$ cat config.mk
export PLATFORM = sky130hd
export DESIGN_NAME = cayde_wb_unit
export DESIGN_NICKNAME = d
export VERILOG_FILES = /design/src/rtl/cayde_pkg.sv /design/src/rtl/cayde_wb_arb.sv /design/src/rtl/cayde_wb_unit.sv
export SDC_FILE = /design/constraint.sdc
export NUM_CORES = 1
export LEC_CHECK = 0
export ABC_AREA = 1
export BUFFER_PORTS_ARGS = -buffer_cell sky130_fd_sc_hd__buf_4
export CAP_MARGIN = 20
export CORE_MARGIN = 8
export CORE_UTILIZATION = 35
export CTS_CLUSTER_SIZE = 10
export DETAILED_ROUTE_END_ITERATION = 8
export GPL_ROUTABILITY_DRIVEN = 0
export GPL_TIMING_DRIVEN = 0
export PLACE_DENSITY = 0.59
export RECOVER_POWER = 100
export SLEW_MARGIN = 20
export SYNTH_ARGS = -nofsm -noshare
export SYNTH_HDL_FRONTEND = slang
export SYNTH_HIERARCHICAL = 1
export SYNTH_SLANG_ARGS = --single-unit
export TNS_END_PERCENT = 10
$ cat constraint.sdc
create_clock -name clk -period 5 [get_ports clk]
set_clock_uncertainty 0.2 [all_clocks]
set_input_delay 1 -clock clk [delete_from_list [all_inputs] [get_ports clk]]
set_output_delay 1 -clock clk [all_outputs]
set_load 0.03 [all_outputs]
$ cat src/rtl/cayde_pkg.sv
// Shared types for the cayde writeback slice: register address / data widths,
// register count, and the writeback grant encoding.
package cayde_pkg;

  localparam int unsigned NUM_REGS = 32;

  typedef logic [4:0]  reg_addr_t;
  typedef logic [31:0] xlen_t;

  typedef enum logic [1:0] {
    GNT_NONE,
    GNT_ALU,
    GNT_LSU
  } grant_t;

endpackage

$ cat src/rtl/cayde_wb_arb.sv
// Writeback arbiter: picks ALU or LSU for the single register-file write slot.
// LSU has priority, but after STARVE_MAX consecutive LSU wins against a waiting
// ALU the ALU is granted once. No grant while rst is low.
module cayde_wb_arb
  import cayde_pkg::*;
#(
  parameter int unsigned STARVE_MAX = 3
) (
  input  logic   clk,
  input  logic   rst,
  input  logic   alu_valid,
  input  logic   lsu_valid,
  output grant_t grant
);

  logic [2:0] starve_cnt;
  logic [2:0] starve_nxt;

  // Grant selection from the current valids and starvation state
  always_comb begin
    grant = GNT_NONE;
    if (rst) begin
      if (alu_valid && lsu_valid) begin
        grant = (starve_cnt == 3'(STARVE_MAX)) ? GNT_ALU : GNT_LSU;
      end else if (alu_valid) begin
        grant = GNT_ALU;
      end else if (lsu_valid) begin
        grant = GNT_LSU;
      end
    end
  end

  // Count LSU wins while the ALU waits; saturate at STARVE_MAX
  always_comb begin
    starve_nxt = starve_cnt;
    if (!alu_valid || grant == GNT_ALU) begin
      starve_nxt = '0;
    end else if (grant == GNT_LSU && starve_cnt != 3'(STARVE_MAX)) begin
      starve_nxt = starve_cnt + 3'd1;
    end
  end

  // Starvation counter register
  always_ff @(posedge clk or negedge rst) begin
    if (!rst) begin
      starve_cnt <= '0;
    end else begin
      starve_cnt <= starve_nxt;
    end
  end

endmodule

$ cat src/rtl/cayde_wb_unit.sv
// Writeback unit: arbitrates ALU/LSU results into one register-file write
// port (one-cycle registered), and keeps a pending-write scoreboard for hazard
// checks. Optional macro CAYDE_WB_BYPASS_EN adds forwarding outputs and masks
// busy for a register being written this cycle.
module cayde_wb_unit
  import cayde_pkg::*;
#(
  parameter int unsigned STARVE_MAX = 3
) (
  input  logic        clk,
  input  logic        rst,
  input  logic        alu_valid_in,
  input  logic [4:0]  alu_rd_in,
  input  logic [31:0] alu_data_in,
  output logic        alu_ready_out,
  input  logic        lsu_valid_in,
  input  logic [4:0]  lsu_rd_in,
  input  logic [31:0] lsu_data_in,
  output logic        lsu_ready_out,
  input  logic        issue_valid_in,
  input  logic [4:0]  issue_rd_in,
  input  logic [4:0]  chk_rs1_in,
  input  logic [4:0]  chk_rs2_in,
  output logic        busy_rs1_out,
  output logic        busy_rs2_out,
`ifdef CAYDE_WB_BYPASS_EN
  output logic        fwd_rs1_hit_out,
  output logic        fwd_rs2_hit_out,
  output logic [31:0] fwd_data_out,
`endif
  output logic [4:0]  waddr_out,
  output logic [31:0] wdata_out,
  output logic        wen_out,
  output logic [5:0]  pending_cnt_out
);

  grant_t                grant;
  reg_addr_t             sel_rd;
  xlen_t                 sel_data;
  logic [NUM_REGS-1:0]   pend;
  logic [NUM_REGS-1:0]   pend_nxt;
  logic [5:0]            pop_cnt;

  cayde_wb_arb #(
    .STARVE_MAX (STARVE_MAX)
  ) u_arb (
    .clk       (clk),
    .rst       (rst),
    .alu_valid (alu_valid_in),
    .lsu_valid (lsu_valid_in),
    .grant     (grant)
  );

  assign alu_ready_out = (grant == GNT_ALU);
  assign lsu_ready_out = (grant == GNT_LSU);

  // Mux the granted source's result
  always_comb begin
    sel_rd   = alu_rd_in;
    sel_data = alu_data_in;
    if (grant == GNT_LSU) begin
      sel_rd   = lsu_rd_in;
      sel_data = lsu_data_in;
    end
  end

  // Register-file write port; x0 writes are consumed without a write enable
  always_ff @(posedge clk or negedge rst) begin
    if (!rst) begin
      wen_out   <= 1'b0;
      waddr_out <= '0;
      wdata_out <= '0;
    end else if (grant != GNT_NONE) begin
      wen_out   <= (sel_rd != 5'd0);
      waddr_out <= sel_rd;
      wdata_out <= sel_data;
    end else begin
      wen_out   <= 1'b0;
    end
  end

  // Scoreboard next state: clear on retiring write, then set on issue (set wins)
  always_comb begin
    pend_nxt = pend;
    if (wen_out) begin
      pend_nxt[waddr_out] = 1'b0;
    end
    if (issue_valid_in) begin
      pend_nxt[issue_rd_in] = 1'b1;
    end
    pend_nxt[0] = 1'b0;
  end

  // Population count of the current scoreboard
  always_comb begin
    pop_cnt = '0;
    for (int unsigned i = 0; i < NUM_REGS; i++) begin
      pop_cnt = pop_cnt + 6'(pend[i]);
    end
  end

  // Scoreboard bits and registered pending count
  always_ff @(posedge clk or negedge rst) begin
    if (!rst) begin
      pend            <= '0;
      pending_cnt_out <= '0;
    end else begin
      pend            <= pend_nxt;
      pending_cnt_out <= pop_cnt;
    end
  end

`ifdef CAYDE_WB_BYPASS_EN
  assign fwd_rs1_hit_out = wen_out && (waddr_out == chk_rs1_in);
  assign fwd_rs2_hit_out = wen_out && (waddr_out == chk_rs2_in);
  assign fwd_data_out    = wdata_out;
  assign busy_rs1_out    = pend[chk_rs1_in] && !fwd_rs1_hit_out;
  assign busy_rs2_out    = pend[chk_rs2_in] && !fwd_rs2_hit_out;
`else
  assign busy_rs1_out    = pend[chk_rs1_in];
  assign busy_rs2_out    = pend[chk_rs2_in];
`endif

endmodule

=== Yosys cells after proc, flatten, opt, wreduce, memory -nomap -nowiden ===
Index checks and enable logic that the tools add are counted.

* Register bits: 78
* Latch bits: 0
* RAM bits: 0
* Bits in read-only memories: 0
* Input bits: 94
* Output and inout bits: 48
* Logic and storage cells: 79
* Memories kept: 0

* $add $sub $neg: 31
* $mul: 0
* Div/mod/pow operators: 0
* Magnitude comparators: 6
* Equality and inequality tests: 4
* Shift operators: 0
* Muxes and demuxes: 20
* Bitwise logic cells: 3
* Reductions and logical operators: 9

{| class="wikitable"
|+ Operator list
! cell !! number
|-
| $add 6x1->6 || 25
|-
| $mux 32 || 3
|-
| $and 32x32->32 || 1
|-
| $not 32->32 || 1
|-
| $or 32x32->32 || 1
|-
| $lt 5x6->1 const B || 4
|-
| $bmux 1 s5 || 2
|-
| $demux 1 s5 || 2
|-
| $ge 5x1->1 const B || 2
|-
| $mux 2 || 5
|-
| $add 5x1->6 || 1
|-
| $mux 3 || 2
|-
| $add 4x1->5 || 1
|-
| $mux 1 || 5
|-
| $mux 5 || 1
|-
| $reduce_bool 5->1 || 1
|-
| $add 3x1->4 || 1
|-
| $logic_and 1x1->1 || 4
|-
| $reduce_bool 2->1 || 2
|-
| $add 2x1->3 || 1
|-
| $add 3x1->3 const B || 1
|-
| $eq 3x2->1 const B || 1
|-
| $ne 3x2->1 const B || 1
|-
| $add 1x1->2 || 1
|-
| 4 further kinds || 4
|}

=== Depth between registers and ports, before layout ===
* Depth in word-level cells: 30
* Mapped depth: 16
* Depth with buffers taken out: 16

=== Cells and area by module ===
The synthesis kept the hierarchy.

{| class="wikitable"
|+ Modules (own cells, without submodules)
! module !! times used !! cells each !! area an instance (sq um) !! sequential area each (sq um)
|-
| cayde_wb_unit || 1 || 564 || 4,483.0 || 1,876.8
|-
| cayde_wb_arb || 1 || 26 || 188.9 || 75.1
|}

=== Worst setup path before layout ===
OpenSTA, ideal clock, no wires.

* Path type: reg-to-reg
* Start point: reg pend[1]
* End point: reg pending_cnt_out[5]
* Setup time: 119 ps
* Arrival time: 4,440 ps
* Data required time: 4,681 ps
* Setup slack: 242 ps
* Cell stages (with the launch flop): 17
* Path buffers: 0
* Period minus slack after synthesis: 4,758 ps
* Path through: dfrtp_1 -> inv_1 -> fa_1 -> inv_1 -> fa_1 -> fa_1 -> fa_1 -> fa_1 -> inv_1 -> fa_1 -> inv_1 -> ha_1 -> nand2_1 -> nor2_1 -> a211oi_1 -> nor2_1 -> o21a_1

* Longest elaborated chain between the ends: 30

{| class="wikitable"
|+ Ends and longest elaborated chain
! element !! RTL line !! source
|-
| start: declaration || cayde_wb_unit.sv:40 || <nowiki>logic [NUM_REGS-1:0] pend;</nowiki>
|-
| start signal: assignment || cayde_wb_unit.sv:108 || <nowiki>pend <= pend_nxt;</nowiki>
|-
| $add 1x1->2 || cayde_wb_unit.sv:98 || <nowiki>pop_cnt = pop_cnt + 6'(pend[i]);</nowiki>
|-
| $add 2x1->3 || cayde_wb_unit.sv:98 ||
|-
| $add 3x1->4 || cayde_wb_unit.sv:98 ||
|-
| $add 4x1->5 || cayde_wb_unit.sv:98 ||
|-
| $add 5x1->6 || cayde_wb_unit.sv:98 ||
|-
| $add 6x1->6 (25 in a row) || cayde_wb_unit.sv:98 ||
|-
| net pop_cnt[5] || cayde_wb_unit.sv:42 || <nowiki>logic [5:0] pop_cnt;</nowiki>
|-
| end signal: assignment || cayde_wb_unit.sv:109 || <nowiki>pending_cnt_out <= pop_cnt;</nowiki>
|-
| end: declaration || cayde_wb_unit.sv:34 || <nowiki>output logic [5:0] pending_cnt_out</nowiki>
|}

The timed path passes the listed nets, and every way through them passes these cells.
A chain may end at the register's enable or synchronous reset.

=== Final worst setup path ===
* Start point: reg pend[18]
* End point: reg pending_cnt_out[5]

* Longest elaborated chain between the ends: 14

{| class="wikitable"
|+ Ends and longest elaborated chain
! element !! RTL line
|-
| $add 6x1->6 (14 in a row) || cayde_wb_unit.sv:98
|-
| net pop_cnt[5] || cayde_wb_unit.sv:42
|}

The timed path passes the listed nets, and every way through them passes these cells.

==> metrics.md <==
| Metric | Value |
|---|---|
| Largest cells by area after synthesis | `dfrtp_1 (42%), nand2_1 (16%), nand3_1 (12%)` |
| CP dominant cell by count | `fa_1` |
| Crit Path Max Fanout | `4` |
| Post-Synth Adder-Cell Area | `12.3%` |
| Crit-path cells | `fa_1 > fa_1 > inv_1 > fa_1 > inv_1 > fa_1 > fa_1 > inv_1 > fa_1 > inv_1 > fa_1 > inv_1 > nor2_1 > a211oi_2 > nor2_1 > o21a_1` |
| Syn Inst Count | `590` |
| Synth area leader | `dfrtp_1` |
| GRT Util Overall | `17.7%` |
| Tmin final | `4830 ps` |
| Total die area | `17300 sq um` |
| Post-Syn Area | `4670 sq um` |
| Fill cells | `1370` |
| Initial antenna violation count | `0` |
| Utilization after layout | `46.1%` |
| Slowest stage delay, CP | `520 ps` |
| Reg clk slew, reported paths | `60 ps` |
| RSZ-0062 raised after global routing | `true` |
| Worst hold path type | `reg -> reg` |
| Num ports | `142` |
| DRT antenna net count | `0` |
| Pre-CTS WS | `-31.8 ps` |
| Post-synthesis compound-gate area fraction | `8.14%` |
| Die X | `132 um` |
| Slowest CP cell | `fa_1` |
| Final Max Tran Viols | `0` |
| Placed wire-length estimate | `11900 um` |
| Vias per cell | `4.98` |
| Core area | `13100 sq um` |
| Via count | `4586` |
| Vias in the first global route | `4616` |
| TritonCTS Buffers | `9` |
| Relative slew slack | `50.7%` |
| IO Port Bufs | `137` |
| 1st-iter DRT viols | `298` |
| Root Driver | `clkbuf_16` |
| Hold Vio Cnt, Final | `0` |
| GR Overflow Total | `0` |
| Yosys Warn Count | `6` |
| Post-synthesis xor/xnor area fraction | `0.562%` |
| Synth top area share | `41.8%` |
| Drt total wl | `15000 um` |
| Syn-to-layout area delta | `29.7%` |
| WP buf/inv | `5` |
| Clk Latency, worst-skew pair | `340 ps` |
| Drt wl/cell | `16.3 um` |
| Critical path endpoint category | `flip-flop` |
| # setup viols final | `0` |
| Initial core utilization | `35.6%` |
| Mapped Nets | `716` |
| Most frequent cells in the layout | `nand2_1 (194), nand3_1 (110), buf_4 (90)` |
| Mux contribution to synthesized area | `0.428%` |
| Syn Area/Cell | `7.92 sq um` |
| Number of max-cap violations | `0` |
| Critical Setup Path Class | `reg -> reg` |
| Synthesis-stage register bit count | `78` |
| Die Y | `132 um` |
| Ant. Diodes | `0` |
| Share of layout cells above drive strength 1 | `17.2%` |
| Row cnt | `42` |
| Cell family with most CP delay | `adder cells` |
| Status | `completed` |
| F_max | `207 MHz` |
| PnR worst setup slack | `170 ps` |
| DRC viols | `0` |
| Worst-margin pin slew | `740 ps` |
| Startpoint Class | `flip-flop` |
| Post-Synth Simple-Gate Area | `28.9%` |
| Largest family of logic cells by synthesized area | `simple AND/OR/NAND/NOR gates` |
| Yosys cell types | `24` |
| Clock sink total | `78` |
| CTS tree | `built` |
| Nets | `866` |
| First-pass GRT wire length | `24600 um` |
| H-tree depth | `3` |
| Commonest non-fill, non-tap cell in the layout | `nand2_1` |
| Buffer depth of the longest clock path | `2` |
| DR pass1 iterations | `5` |
| Crit share post-route | `96.6%` |
| Largest net degree at the start of global routing | `82` |
| CP required | `5030 ps` |
| Seq/Total Area, Yosys | `41.8%` |
| WP data arrival | `4860 ps` |
layout make-up:
| type | instances | area, sq um | area share (%) |
|---|---|---|---|
| plain buffers | 19 | 106 | 1.76 |
| clock buffers | 9 | 225 | 3.72 |
| clock inverters | 6 | 86.3 | 1.42 |
| inverters | 64 | 243 | 4.01 |
| multi-input cells | 429 | 2350 | 38.9 |
| flip-flops and latches | 78 | 1960 | 32.3 |
| well taps | 176 | 220 | 3.63 |
| repair buffers | 139 | 867 | 14.3 |
what timing repair did:
item,4_1_cts,5_1_grt
endpoints found under the setup margin,1,4
hold buffers,0,0
gates resized for setup,1,8
pin swaps,0,1
hold endpoints to repair,0,0
buffers inserted,0,2
metrics by stage:
stage | instance area, sq um | cells | TNS [ps] | hold slack, ps
3_3_place_gp | 5920 | 903 | 0 | 263
4_1_cts | 6240 | 918 | 0 | 284
5_1_grt | 6060 | 920 | -5.55 | 312
3_5_place_dp | 5920 | 903 | -31.8 | 271
2_1_floorplan | 4670 | 590 | 0 | 249
6_report | 6060 | 920 | 0 | 282
Yosys cell counts (all sizes together):
master / n
mux2i: 2
ha: 9
o21ai: 71
fa: 23
xnor2: 1
nor2: 9
buf: 14
dfrtp: 78
nand3: 110
a211oi: 1
nand2: 195
a21oi: 2
or2: 3
o21a: 1
clkbuf: 5
inv: 64
xor2: 2
tightest hold or removal path, stage by stage (launching register included):
cell	delay, ps
dfrtp_1	340
nand2_1	50
nand2_1	50
cell families after synthesis:
| group | count (synthesis) |
|---|---|
| adders and majority gates | 32 |
| muxes | 2 |
| and+or+nand+nor | 317 |
| buffers and inverters | 83 |
| AOI/OAI and AO/OA | 75 |
| xor gates and xnor gates | 3 |
| DFF | 78 |
sequential cells by signal, indices dropped and copies added (netlist names):
| register | count |
|---|---|
| pend | 31 |
| pending_cnt_out | 6 |
| u_arb/starve_cnt | 3 |
| waddr_out | 5 |
| wdata_out | 32 |
| wen_out | 1 |
final timing paths:
| path | from | endpoint | slack, ps | depth (start not counted) |
|---|---|---|---|---|
| min in group asynchronous | rst | wdata_out[9] | 490 | 1 |
| max reg2reg | pend[18] | pending_cnt_out[5] | 170 | 16 |
| min reg2reg | u_arb/starve_cnt[2] | u_arb/starve_cnt[2] | 280 | 2 |
| min | u_arb/starve_cnt[2] | u_arb/starve_cnt[2] | 280 | 2 |
| max in group asynchronous | rst | pend[1] | 3540 | 1 |
| max | pend[18] | pending_cnt_out[5] | 170 | 16 |
per-layer routing:
metal  vias up  GRT usage (%)  part of all wire (%)
met5         -              0                     0
met4         0           7.85                   3.3
met3        37           8.73                    13
met2       233           27.4                    45
met1      2119           20.4                    39
li1       2197              -                     -
Power is not shown: default switching activity piles up to over one toggle a cycle in this logic, so the estimate is an artifact.
